### config.mk
export PLATFORM = sky130hd
export DESIGN_NAME = alu_issue_ctrl
export DESIGN_NICKNAME = d
export VERILOG_FILES = /design/src/rtl/alu_pkg.sv /design/src/rtl/alu_lat_counter.sv /design/src/rtl/alu_issue_ctrl.sv
export SDC_FILE = /design/constraint.sdc
export NUM_CORES = 1
export LEC_CHECK = 0
export ABC_CLOCK_PERIOD_IN_PS = 13300
export CORE_MARGIN = 2
export CORE_UTILIZATION = 50
export CTS_CLUSTER_SIZE = 12
export DETAILED_ROUTE_END_ITERATION = 12
export GPL_TIMING_DRIVEN = 0
export PLACE_DENSITY = 0.82
export SLEW_MARGIN = 20
export SYNTH_ARGS = -nofsm -noshare
export SYNTH_HDL_FRONTEND = slang
export SYNTH_SLANG_ARGS = --single-unit
### constraint.sdc
create_clock -name clock -period 13.3 [get_ports clock]
set_input_delay 1.33 -clock clock [delete_from_list [all_inputs] [get_ports clock]]
set_output_delay 1.33 -clock clock [all_outputs]
set_load 0.1 [all_outputs]
### src/rtl/alu_pkg.sv
// Shared ALU opcode encodings, controller state type and opcode helpers
// used by the ALU issue controller and its latency counter.
package alu_pkg;

  localparam logic [4:0] OP_ADD   = 5'b00101;
  localparam logic [4:0] OP_SUB   = 5'b00110;
  localparam logic [4:0] OP_AND   = 5'b00111;
  localparam logic [4:0] OP_OR    = 5'b01000;
  localparam logic [4:0] OP_SHR   = 5'b01001;
  localparam logic [4:0] OP_SHL   = 5'b01010;
  localparam logic [4:0] OP_ROR   = 5'b01011;
  localparam logic [4:0] OP_ROL   = 5'b01100;
  localparam logic [4:0] OP_ADDI  = 5'b01101;
  localparam logic [4:0] OP_ANDI  = 5'b01110;
  localparam logic [4:0] OP_ORI   = 5'b01111;
  localparam logic [4:0] OP_MUL   = 5'b10000;
  localparam logic [4:0] OP_DIV   = 5'b10001;
  localparam logic [4:0] OP_NEG   = 5'b10010;
  localparam logic [4:0] OP_NOT   = 5'b10011;
  localparam logic [4:0] OP_NOP   = 5'b11110;
  localparam logic [4:0] OP_INCPC = 5'b11111;

  typedef enum logic [1:0] {
    ST_IDLE,
    ST_EXEC,
    ST_RESP
  } state_t;

  function automatic logic is_legal_op(input logic [4:0] op);
    case (op)
      OP_ADD, OP_SUB, OP_AND, OP_OR, OP_SHR, OP_SHL,
      OP_ROR, OP_ROL, OP_ADDI, OP_ANDI, OP_ORI,
      OP_MUL, OP_DIV, OP_NEG, OP_NOT, OP_NOP, OP_INCPC: return 1'b1;
      default:                                          return 1'b0;
    endcase
  endfunction

  function automatic int max_int(input int a, input int b);
    return (a > b) ? a : b;
  endfunction

endpackage

### src/rtl/alu_lat_counter.sv
// Down-counter that sets the ALU hold time: loads a cycle count, decrements
// while enabled and flags the final cycle.
module alu_lat_counter #(
  parameter int W = 4
) (
  input  logic         clock,
  input  logic         reset,
  input  logic         load,
  input  logic [W-1:0] load_val,
  input  logic         dec,
  output logic         last
);

  logic [W-1:0] count;

  // NOTE: registers use non-blocking assignments so every flop samples pre-edge values.
  always_ff @(posedge clock or posedge reset) begin
    if (reset) begin
      count <= '0;
    end else if (load) begin
      count <= load_val;
    end else if (dec && count != '0) begin
      count <= count - W'(1);
    end
  end

  assign last = (count == W'(1));

endmodule

### src/rtl/alu_issue_ctrl.sv
// Issues one ALU operation at a time, holds its operands for a per-opcode
// latency, then returns the captured 64-bit result over valid/ready.
// Optional macro ALU_ISSUE_BACKTOBACK_EN lets a new request be accepted on
// the same edge as the response handoff.
module alu_issue_ctrl
  import alu_pkg::*;
#(
  parameter int MUL_LAT = 4,
  parameter int DIV_LAT = 8
) (
  input  logic        clock,
  input  logic        reset,
  input  logic        req_valid,
  output logic        req_ready,
  input  logic [4:0]  req_op,
  input  logic [31:0] req_a,
  input  logic [31:0] req_b,
  output logic [31:0] alu_a,
  output logic [31:0] alu_b,
  output logic [4:0]  alu_op,
  input  logic [63:0] alu_c,
  output logic        rsp_valid,
  input  logic        rsp_ready,
  output logic [31:0] rsp_hi,
  output logic [31:0] rsp_lo,
  output logic [4:0]  rsp_op,
  output logic        rsp_illegal,
  output logic        rsp_divz,
  output logic        busy
);

  localparam int CNT_W = $clog2(max_int(MUL_LAT, DIV_LAT)) + 1;

  state_t state, state_next;

  logic        accept;
  logic        handoff;
  logic        req_legal;
  logic        req_divz;
  logic [CNT_W-1:0] load_val;
  logic        cnt_last;

  logic [4:0]  hold_op;
  logic [4:0]  hold_alu_op;
  logic [31:0] hold_a;
  logic [31:0] hold_b;
  logic        hold_illegal;
  logic        hold_divz;
  logic        issued;

  assign accept    = req_valid && req_ready;
  assign handoff   = rsp_valid && rsp_ready;
  assign rsp_valid = (state == ST_RESP);
  assign busy      = (state != ST_IDLE);

  assign req_legal = is_legal_op(req_op);
  assign req_divz  = (req_op == OP_DIV) && (req_b == 32'h0);

  always_comb begin
    load_val = CNT_W'(1);
    if (req_op == OP_MUL) begin
      load_val = CNT_W'(MUL_LAT);
    end else if (req_op == OP_DIV && !req_divz) begin
      load_val = CNT_W'(DIV_LAT);
    end
  end

  // NOTE: defaults first so every path assigns each output; no latches.
  always_comb begin
    state_next = state;
    req_ready  = 1'b0;
    case (state)
      ST_IDLE: begin
        req_ready = 1'b1;
        if (accept) state_next = ST_EXEC;
      end
      ST_EXEC: begin
        if (issued && cnt_last) state_next = ST_RESP;
      end
      ST_RESP: begin
`ifdef ALU_ISSUE_BACKTOBACK_EN
        req_ready = rsp_ready;
`endif
        if (handoff) state_next = accept ? ST_EXEC : ST_IDLE;
      end
      default: state_next = ST_IDLE;
    endcase
  end

  // The first EXEC cycle moves the held request onto the ALU; the counter
  // only runs once the operands are actually presented.
  alu_lat_counter #(.W(CNT_W)) u_lat (
    .clock    (clock),
    .reset    (reset),
    .load     (accept),
    .load_val (load_val),
    .dec      (state == ST_EXEC && issued),
    .last     (cnt_last)
  );

  always_ff @(posedge clock or posedge reset) begin
    if (reset) begin
      state        <= ST_IDLE;
      hold_op      <= 5'h0;
      hold_alu_op  <= OP_NOP;
      hold_a       <= 32'h0;
      hold_b       <= 32'h0;
      hold_illegal <= 1'b0;
      hold_divz    <= 1'b0;
      issued       <= 1'b0;
      alu_a        <= 32'h0;
      alu_b        <= 32'h0;
      alu_op       <= OP_NOP;
      rsp_hi       <= 32'h0;
      rsp_lo       <= 32'h0;
      rsp_op       <= 5'h0;
      rsp_illegal  <= 1'b0;
      rsp_divz     <= 1'b0;
    end else begin
      state <= state_next;
      if (accept) begin
        hold_op      <= req_op;
        hold_alu_op  <= (!req_legal || req_divz) ? OP_NOP : req_op;
        hold_a       <= req_a;
        hold_b       <= req_b;
        hold_illegal <= !req_legal;
        hold_divz    <= req_divz;
        issued       <= 1'b0;
      end else if (state == ST_EXEC && !issued) begin
        issued <= 1'b1;
        alu_a  <= hold_a;
        alu_b  <= hold_b;
        alu_op <= hold_alu_op;
      end else if (state == ST_EXEC && cnt_last) begin
        alu_a       <= 32'h0;
        alu_b       <= 32'h0;
        alu_op      <= OP_NOP;
        // Skipped operations report zero instead of whatever the idle ALU drives.
        {rsp_hi, rsp_lo} <= (hold_illegal || hold_divz) ? 64'h0 : alu_c;
        rsp_op      <= hold_op;
        rsp_illegal <= hold_illegal;
        rsp_divz    <= hold_divz;
      end
    end
  end

endmodule
==> flow_metrics.py, run 1 <==
metrics = {
    "final_layout": {
        "fillers": 1206,
        "syn_to_final_growth_pct": 45.6,
        "num-nets-final": 1274,
        "multiInputGateArea_mm2": 0.00273,
        "drive_gt1_share_pct": 6.52,
        "diodes": 0,
        "fin_area_mm2": 0.0125,
        "regArea_mm2": 0.00559,
    },
    "detailed_routing": {
        "wirelength_um": 23800,
        "postRouteAntennaNets": 0,
        "highest_layer": "met4",
        "wire_per_inst_um": 17.4,
        "vias": 7171,
        "drt_first_pass_iters": 4,
        "route.detailed.drc": 0,
        "drt_iter0_markers": 368,
        "wl_met3_um": 1800,
        "via_per_inst": 5.23,
        "met1_length_um": 9610,
        "wl_met2_um": 11500,
    },
    "synth": {
        "yosys.area_share.simple_pct": 18.4,
        "synth-compound-area-share_pct": 11.8,
        "synthTopCellsByArea": "dfrtp_1 63%, nand2_1 15%, a22o_1 6.7%",
        "synth_top_area_share_pct": 62.7,
        "yosys.area_share.adder_pct": 0.292,
        "netlist_top_cells_count": "350 x nand2_1, 215 x dfrtp_1, 68 x o21ai_0",
        "async_reset_ff_share_pct": 100,
        "ys.flop_type": "dfrtp_1",
        "synth.ff_latch_count": 223,
        "synth_area_per_cell_um2": 10.4,
        "yosys.area_share.xor_xnor_pct": 0.204,
        "synth_warnings": 0,
        "synth_top_family_by_area": "simple AND/OR/NAND/NOR gates",
        "netlist_area_mm2": 0.00858,
        "synthMuxAreaShare_pct": 1.04,
        "synth_area_leader_cell": "dfrtp_1",
        "yosysUniqueCellTypes": 38,
        "synth_edf_count": 0,
        "postSynthCellCount": 828,
        "yosysMostFrequentCell": "nand2_1",
        "syn_nets": 967,
        "ys_seq_area_share_pct": 65.2,
    },
    "worst_setup_path": {
        "critPathCaptureType": "output port",
        "cp.required_ps": 11970,
        "worstSetupStartpointType": "register",
        "cpMaxStageDelayCell": "clkdlybuf4s50_1",
        "path_delay_family": "buffers and inverters",
        "cp.depth": 3,
        "path_cells": "nand2b_1 -> inv_1 -> clkdlybuf4s50_1",
        "worstRegToRegCells": 4,
        "crit_buf_inv": 2,
        "critical_path.max_fanout": 9,
        "cp.arrival_ps": 2390,
        "critPathKind": "reg2out",
        "slowest_delay_ps": 1160,
    },
    "timing": {
        "hold_viol": 0,
        "fin_crit_sh_pct": 28.0,
        "rsz0062_at_grt": "false",
        "fin_skew_ps": 7.79,
        "setup_viol": 0,
        "fmaxAchievable_mhz": 269,
        "maxSlewViolCount": 0,
        "slew_headroom_pct": 29.5,
        "worst_pin_slew_ps": 1050,
        "min_period_ps": 3720,
        "fin_tns_setup_ps": 0,
    },
    "clock_tree": {
        "cts_hold_buffers": 0,
        "cts_sinks": 223,
        "clkSlewWorstSetupHoldPaths_ps": 60,
        "clk_latency_ps": 500,
        "clk_path_buf_depth": 3,
        "cts_tree": "yes",
        "cts_resized": 0,
        "cts-buffers-inserted": 24,
        "root_buffer": "clkbuf_16",
        "h-tree-depth": 1,
        "cts_setup_buffers": 0,
    },
    "outcome": {
        "status": "finished, final reports clean",
    },
    "floorplan": {
        "start_util_pct": 51.4,
        "rows": 47,
        "pin_count": 280,
        "die_area_mm2": 0.0182,
        "die-height_um": 135,
        "die_w_um": 135,
        "core-area_mm2": 0.0167,
    },
    "placement": {
        "port_buffers": 279,
        "dpl.hpwl_um": 17100,
        "globalplace.congestion": 0.828,
        "dpl_cell_area_mm2": 0.0117,
    },
    "worst_hold_path": {
        "hp-class": "reg2reg",
        "hold_depth": 2,
    },
    "global_routing": {
        "gr-total-overflow": 0,
        "grt_pass1_wl_um": 37600,
        "grt_pass1_vias": 7150,
        "grt_antenna_before_repair": 0,
        "grt_util_all_layers_pct": 26.1,
        "grt_max_degree": 82,
    },
    "job": {
        "maxCapViolations": 0,
    },
}
[per-layer routing]
layer	track usage, %	vias up
li1	-	3377
met1	34.3	3462
met2	43.3	277
met3	5.29	55
met4	9.95	0
met5	0	-
[kinds of logic after synthesis]
| kind of cell | after synthesis |
|---|---|
| simple gates | 389 |
| flops | 223 |
| compound gates | 146 |
| buf+inv | 58 |
| mux | 8 |
| xor+xnor | 2 |
| fa+ha+maj | 2 |
[state kept, by name, indices dropped and copies added, names as in the netlist, 32 cells and up]
register / flops
hold_a: 32
hold_b: 32
alu_b: 32
rsp_lo: 32
alu_a: 32
rsp_hi: 32
[cells in the final DEF, fill, tap and decap left out, types with 2 or more instances in the layout]
cell type        synthesis  routed
nand2_1                350     350
ha_1                     2       2
buf_6                    2       2
inv_1                    6       5
xnor2_1                  2       2
dfstp_2                  8       8
nand4_1                  6       6
clkbuf_16                0      25
nor4_1                   8       8
nand2b_1                 4       4
a21oi_1                  2       2
buf_1                    4       4
nor2_1                   8       8
buf_2                   24      24
buf_16                   0       2
bufinv_16                0       2
clkdlybuf4s50_1          0     279
o22a_1                   4       4
dfrtp_1                215     215
clkbuf_1                22      32
o21ai_0                 68      68
a211oi_1                 2       2
mux2_1                   6       6
clkbuf_8                 0       4
a22o_1                  66      66
nand3_1                  2       2
[through the flow]
step	utilization [%]	setup WS, ps	instances	hold WS (ps)
floorplan	-	5880	828	439
global placement	69.7	3210	1327	457
detailed placement	70.1	10110	1329	464
CTS	74.8	9560	1371	478
global route	74.8	9490	1371	489
finish	74.8	9580	1371	471
[path summary, 6_finish.rpt]
path,from,to,slack [ps]
setup / recovery,state[0]$_DFFE_PP0P_,rsp_valid,9580
hold reg to reg,hold_op[1]$_DFFE_PP0P_,hold_op[1]$_DFFE_PP0P_,470
min in group asynchronous,reset,rsp_lo[5]$_DFFE_PP0P_,1260
hold / removal,hold_op[1]$_DFFE_PP0P_,hold_op[1]$_DFFE_PP0P_,470
setup reg to reg,hold_divz$_DFFE_PP0P_,rsp_lo[1]$_DFFE_PP0P_,11380
max in group asynchronous,reset,alu_a[9]$_DFFE_PP0P_,10920
[tightest hold or removal path, cell delays in order (launching register included)]
cell     delay [ps]
dfrtp_1         340
nand2_1          50
nand2_1          50
[area by class of cell]
class                           instances  share of cell area (%)
Clock inverter                          3                   0.521
Inverter                                6                   0.240
Clock buffer                           39                    5.75
Buffer                                 52                    1.92
Timing Repair Buffer                  281                    22.8
Sequential cell                       223                    44.8
Multi-Input combinational cell        547                    21.8
Tap cell                              220                    2.20
Power of run 1 is not shown: default switching activity piles up to over one toggle a cycle in this logic, so the estimate is an artifact.
==> inputs of run 2 (changes only) <==
Settings changed: ABC_CLOCK_PERIOD_IN_PS 13300 to 3500, CORE_UTILIZATION 50 to 46, PLACE_DENSITY 0.82 to 0.76.
Clock period 13.3 ns to 3.5 ns, I/O delays scaled along.
==> run 2 against run 1 <==
Against the previous run: critical path depth down 1; via count down 0.45%; sequential share of layout area down 0.24 points; cell count up 1.1%; critical endpoint is now req_ready; register-to-register slack worse by 9800 ps; clock-buffer cell count down 1; sequential cell count unchanged.
==> flow_metrics.py, run 2 (synthesized netlist as in run 1, its figures left out) <==
metrics = {
    "worst_setup_path": {
        "critPathKind": "reg2out",
        "cp.arrival_ps": 2480,
        "path_delay_family": "buffers and inverters",
        "rr_startpoint": "hold_divz$_DFFE_PP0P_",
        "cp.required_ps": 3150,
        "worstSetupStartpointType": "register",
        "critical_path.max_fanout": 9,
        "crit_start": "state[0]$_DFFE_PP0P_",
        "slowest_delay_ps": 1230,
        "cpMaxStageDelayCell": "clkdlybuf4s50_1",
        "crit_buf_inv": 1,
        "path_cells": "nor2_1 -> clkdlybuf4s50_1",
        "critPathCaptureType": "output port",
    },
    "timing": {
        "slew_headroom_pct": 28.8,
        "setup_viol": 0,
        "fmaxAchievable_mhz": 353,
        "rsz0062_at_grt": "false",
        "maxSlewViolCount": 0,
        "hold_viol": 0,
        "min_period_ps": 2830,
        "fin_skew_ps": 17.6,
        "worst_pin_slew_ps": 1070,
        "fin_hold_ws_ps": 205,
        "fin_crit_sh_pct": 80.9,
    },
    "global_routing": {
        "grt_pass1_wl_um": 38500,
        "grt_max_degree": 35,
        "grt_pass1_vias": 7163,
        "grt_antenna_before_repair": 2,
        "grt_util_all_layers_pct": 24.5,
        "gr-total-overflow": 0,
    },
    "clock_tree": {
        "cts_sinks": 223,
        "root_buffer": "clkbuf_16",
        "cts-buffers-inserted": 24,
        "cts_setup_buffers": 0,
        "cts_tree": "yes",
        "h-tree-depth": 1,
        "cts_resized": 0,
        "cts_hold_buffers": 0,
        "clk_path_buf_depth": 3,
        "clkSlewWorstSetupHoldPaths_ps": 60,
        "clk_latency_ps": 510,
    },
    "floorplan": {
        "pin_count": 280,
        "core-area_mm2": 0.0181,
        "die_area_mm2": 0.0198,
        "rows": 49,
        "start_util_pct": 47.3,
        "die_w_um": 141,
        "die-height_um": 141,
    },
    "worst_hold_path": {
        "hp-class": "in2async",
    },
    "detailed_routing": {
        "drt_first_pass_iters": 6,
        "wirelength_um": 24300,
        "route.detailed.drc": 0,
        "vias": 7139,
        "drt_iter0_markers": 311,
        "wire_per_inst_um": 17.6,
        "postRouteAntennaNets": 0,
        "via_per_inst": 5.15,
    },
    "final_layout": {
        "layout_common_cells": "350 x nand2_1, 279 x clkdlybuf4s50_1, 215 x dfrtp_1",
        "layout_commonest_cell": "nand2_1",
        "final_util_pct": 69.2,
        "drive_gt1_share_pct": 7.18,
        "multiInputGateArea_mm2": 0.00273,
        "num-nets-final": 1279,
        "syn_to_final_growth_pct": 46.4,
        "regArea_mm2": 0.00559,
        "fillers": 1428,
    },
    "placement": {
        "dpl.hpwl_um": 17900,
        "port_buffers": 279,
        "globalplace.congestion": 0.873,
    },
    "outcome": {
        "status": "finished, final reports clean",
    },
    "job": {
        "maxCapViolations": 0,
    },
}
-- run 2: path summary, 6_finish.rpt --
check | cells after the start | slack, ps | to
hold / removal | 2 | 200 | rsp_lo[8]$_DFFE_PP0P_
setup reg to reg | 4 | 1630 | rsp_lo[0]$_DFFE_PP0P_
min in group clock | 3 | 360 | hold_a[31]$_DFFE_PP0P_
max in group asynchronous | 5 | 2330 | rsp_hi[24]$_DFFE_PP0P_
setup / recovery | 2 | 670 | req_ready
hold reg to reg | 2 | 470 | hold_b[5]$_DFFE_PP0P_
-- run 2: stage by stage --
stage / cell area (um^2) / std cells / setup slack (ps) / setup TNS, ps
after floorplan: 8580 / 828 / 246 / 0
after global placement: 11700 / 1336 / -1440 / -309860
after detailed placement: 11800 / 1343 / 1210 / 0
after CTS: 12600 / 1385 / 671 / 0
after global routing: 12600 / 1386 / 616 / 0
final: 12600 / 1386 / 670 / 0
-- run 2: per-layer routing --
| metal | track usage [%] | vias up | share of wire, % |
|---|---|---|---|
| met4 | 8.79 | 0 | 3.2 |
| li1 | - | 3380 | - |
| met2 | 41.0 | 274 | 49 |
| met5 | 0 | - | 0 |
| met3 | 4.72 | 46 | 7.3 |
| met1 | 32.2 | 3439 | 41 |
-- run 2: cell type report --
cell class	instances	area share, %
Clock inverter	4	0.249
Buffer	52	1.91
Clock buffer	38	5.76
Multi-Input combinational cell	547	21.7
Timing Repair Buffer	286	23.4
Antenna cell	1	0.0199
Tap cell	229	2.28
Sequential cell	223	44.5
Inverter	6	0.209
Power of run 2 is left out for the same reason.
==> inputs of run 3 (changes only) <==
Settings changed: ABC_CLOCK_PERIOD_IN_PS 3500 to 2400, CORE_UTILIZATION 46 to 42, PLACE_DENSITY 0.76 to 0.73.
Clock period 3.5 ns to 2.4 ns, I/O delays scaled along.
==> run 3 against run 2 <==
Against the previous run: cell count is 2.9% higher; hold slack worse by 46 ps; sequential share of layout area hardly changed; first-iteration DRC count is 3.5% lower; critical path depth is 1 lower.
==> flow_metrics.py, run 3 (synthesized netlist as in run 1, its figures left out) <==
metrics = {
    "floorplan": {
        "start_util_pct": 42.5,
        "pin_count": 280,
        "die_w_um": 147,
        "die_area_mm2": 0.0216,
        "core-area_mm2": 0.0202,
        "rows": 52,
        "die-height_um": 147,
    },
    "detailed_routing": {
        "vias": 7080,
        "wirelength_um": 24900,
        "postRouteAntennaNets": 0,
        "drt_first_pass_iters": 6,
        "drt_iter0_markers": 300,
        "route.detailed.drc": 0,
        "wire_per_inst_um": 17.4,
        "via_per_inst": 4.96,
    },
    "worst_setup_path": {
        "critical_path.max_fanout": 2,
        "rr_endpoint": "rsp_lo[27]$_DFFE_PP0P_",
        "path_cells": "clkdlybuf4s50_1",
        "critPathCaptureType": "output port",
        "cp.arrival_ps": 2090,
        "worstSetupStartpointType": "register",
        "cp.required_ps": 2160,
        "crit_buf_inv": 1,
        "cpMaxStageDelayCell": "clkdlybuf4s50_1",
        "rrSetupSlack_ps": 480,
        "critPathKind": "reg2out",
        "cp.depth": 1,
        "slowest_delay_ps": 1190,
        "path_delay_family": "buffers and inverters",
        "worstRegToRegCells": 4,
        "rr_startpoint": "hold_divz$_DFFE_PP0P_",
    },
    "placement": {
        "globalplace.congestion": 0.797,
        "port_buffers": 279,
        "pre_cts_ws_ps": 235,
        "dpl.hpwl_um": 18000,
    },
    "timing": {
        "maxSlewViolCount": 0,
        "min_period_ps": 2330,
        "slew_headroom_pct": 28.6,
        "worst_slack_ps": 70.7,
        "rsz0062_at_grt": "false",
        "fin_skew_ps": 16.8,
        "fin_tns_setup_ps": 0,
        "hold_viol": 0,
        "fin_hold_ws_ps": 159,
        "setup_viol": 0,
        "worst_pin_slew_ps": 1070,
        "fmaxAchievable_mhz": 429,
        "fin_crit_sh_pct": 97.1,
    },
    "clock_tree": {
        "cts-buffers-inserted": 24,
        "clkSlewWorstSetupHoldPaths_ps": 60,
        "cts_tree": "yes",
        "clk_latency_ps": 520,
        "cts_sinks": 223,
        "root_buffer": "clkbuf_16",
        "h-tree-depth": 1,
        "clk_path_buf_depth": 3,
    },
    "final_layout": {
        "syn_to_final_growth_pct": 46.3,
        "drive_gt1_share_pct": 7.11,
        "layout_common_cells": "350 x nand2_1, 272 x clkdlybuf4s50_1, 215 x dfrtp_1",
        "layout_commonest_cell": "nand2_1",
        "num-nets-final": 1279,
        "fillers": 1640,
    },
    "job": {
        "maxCapViolations": 0,
    },
    "outcome": {
        "status": "finished, final reports clean",
    },
    "global_routing": {
        "gr-total-overflow": 0,
        "grt_pass1_vias": 7147,
        "grt_util_all_layers_pct": 22.9,
        "grt_max_degree": 34,
        "grt_pass1_wl_um": 39300,
        "grt_antenna_before_repair": 2,
    },
    "worst_hold_path": {
        "hp-class": "in2async",
    },
}
[run 3: metal layers]
metal	vias to the layer above	track usage (%)	routed length, um
met1	3403	29.8	10400
met3	36	5.00	1840
met2	266	38.9	12100
met5	-	0	0
met4	0	6.88	586
li1	3375	-	-
[run 3: worst max path at each step]
stage                     startpoint                         end  slack (ps)
4_1_cts         state[0]$_DFFE_PP0P_                   rsp_valid           8
6_report       alu_a[31]$_DFFE_PP0P_                   alu_a[31]          70
5_1_grt         state[0]$_DFFE_PP0P_                   req_ready          30
3_3_place_gp                   reset      hold_a[19]$_DFFE_PP0P_       -2450
3_5_place_dp               req_b[10]  hold_alu_op[0]$_DFFE_PP0P_         230
2_1_floorplan                  reset        alu_a[0]$_DFFE_PP0P_        -740
[run 3: area by class of cell]
| cell class | instances | area (um^2) | area share [%] |
|---|---|---|---|
| Antenna cell | 2 | 5.00 | 0.0399 |
| Multi-Input combinational cell | 547 | 2730 | 21.7 |
| Inverter | 6 | 26.3 | 0.209 |
| Buffer | 52 | 240 | 1.91 |
| Timing Repair Buffer | 286 | 2920 | 23.3 |
| Clock buffer | 34 | 658 | 5.24 |
| Tap cell | 270 | 338 | 2.69 |
| Clock inverter | 6 | 43.8 | 0.349 |
| Sequential cell | 223 | 5590 | 44.5 |
[run 3: through the flow]
stage	cell area, um^2	std cells	util (%)
2_1_floorplan	8580	828	-
3_3_place_gp	11700	1377	58.1
3_5_place_dp	11900	1384	58.8
4_1_cts	12500	1424	62.2
5_1_grt	12500	1424	62.2
6_report	12500	1426	62.2
[run 3: timing repair]
action	4_1_cts	5_1_grt
pin swaps	0	0
setup buffers	0	0
hold buffers	0	0
setup endpoints to repair	7	1
gates resized for setup	7	2
cloned	0	0
Power of run 3 is left out for the same reason.
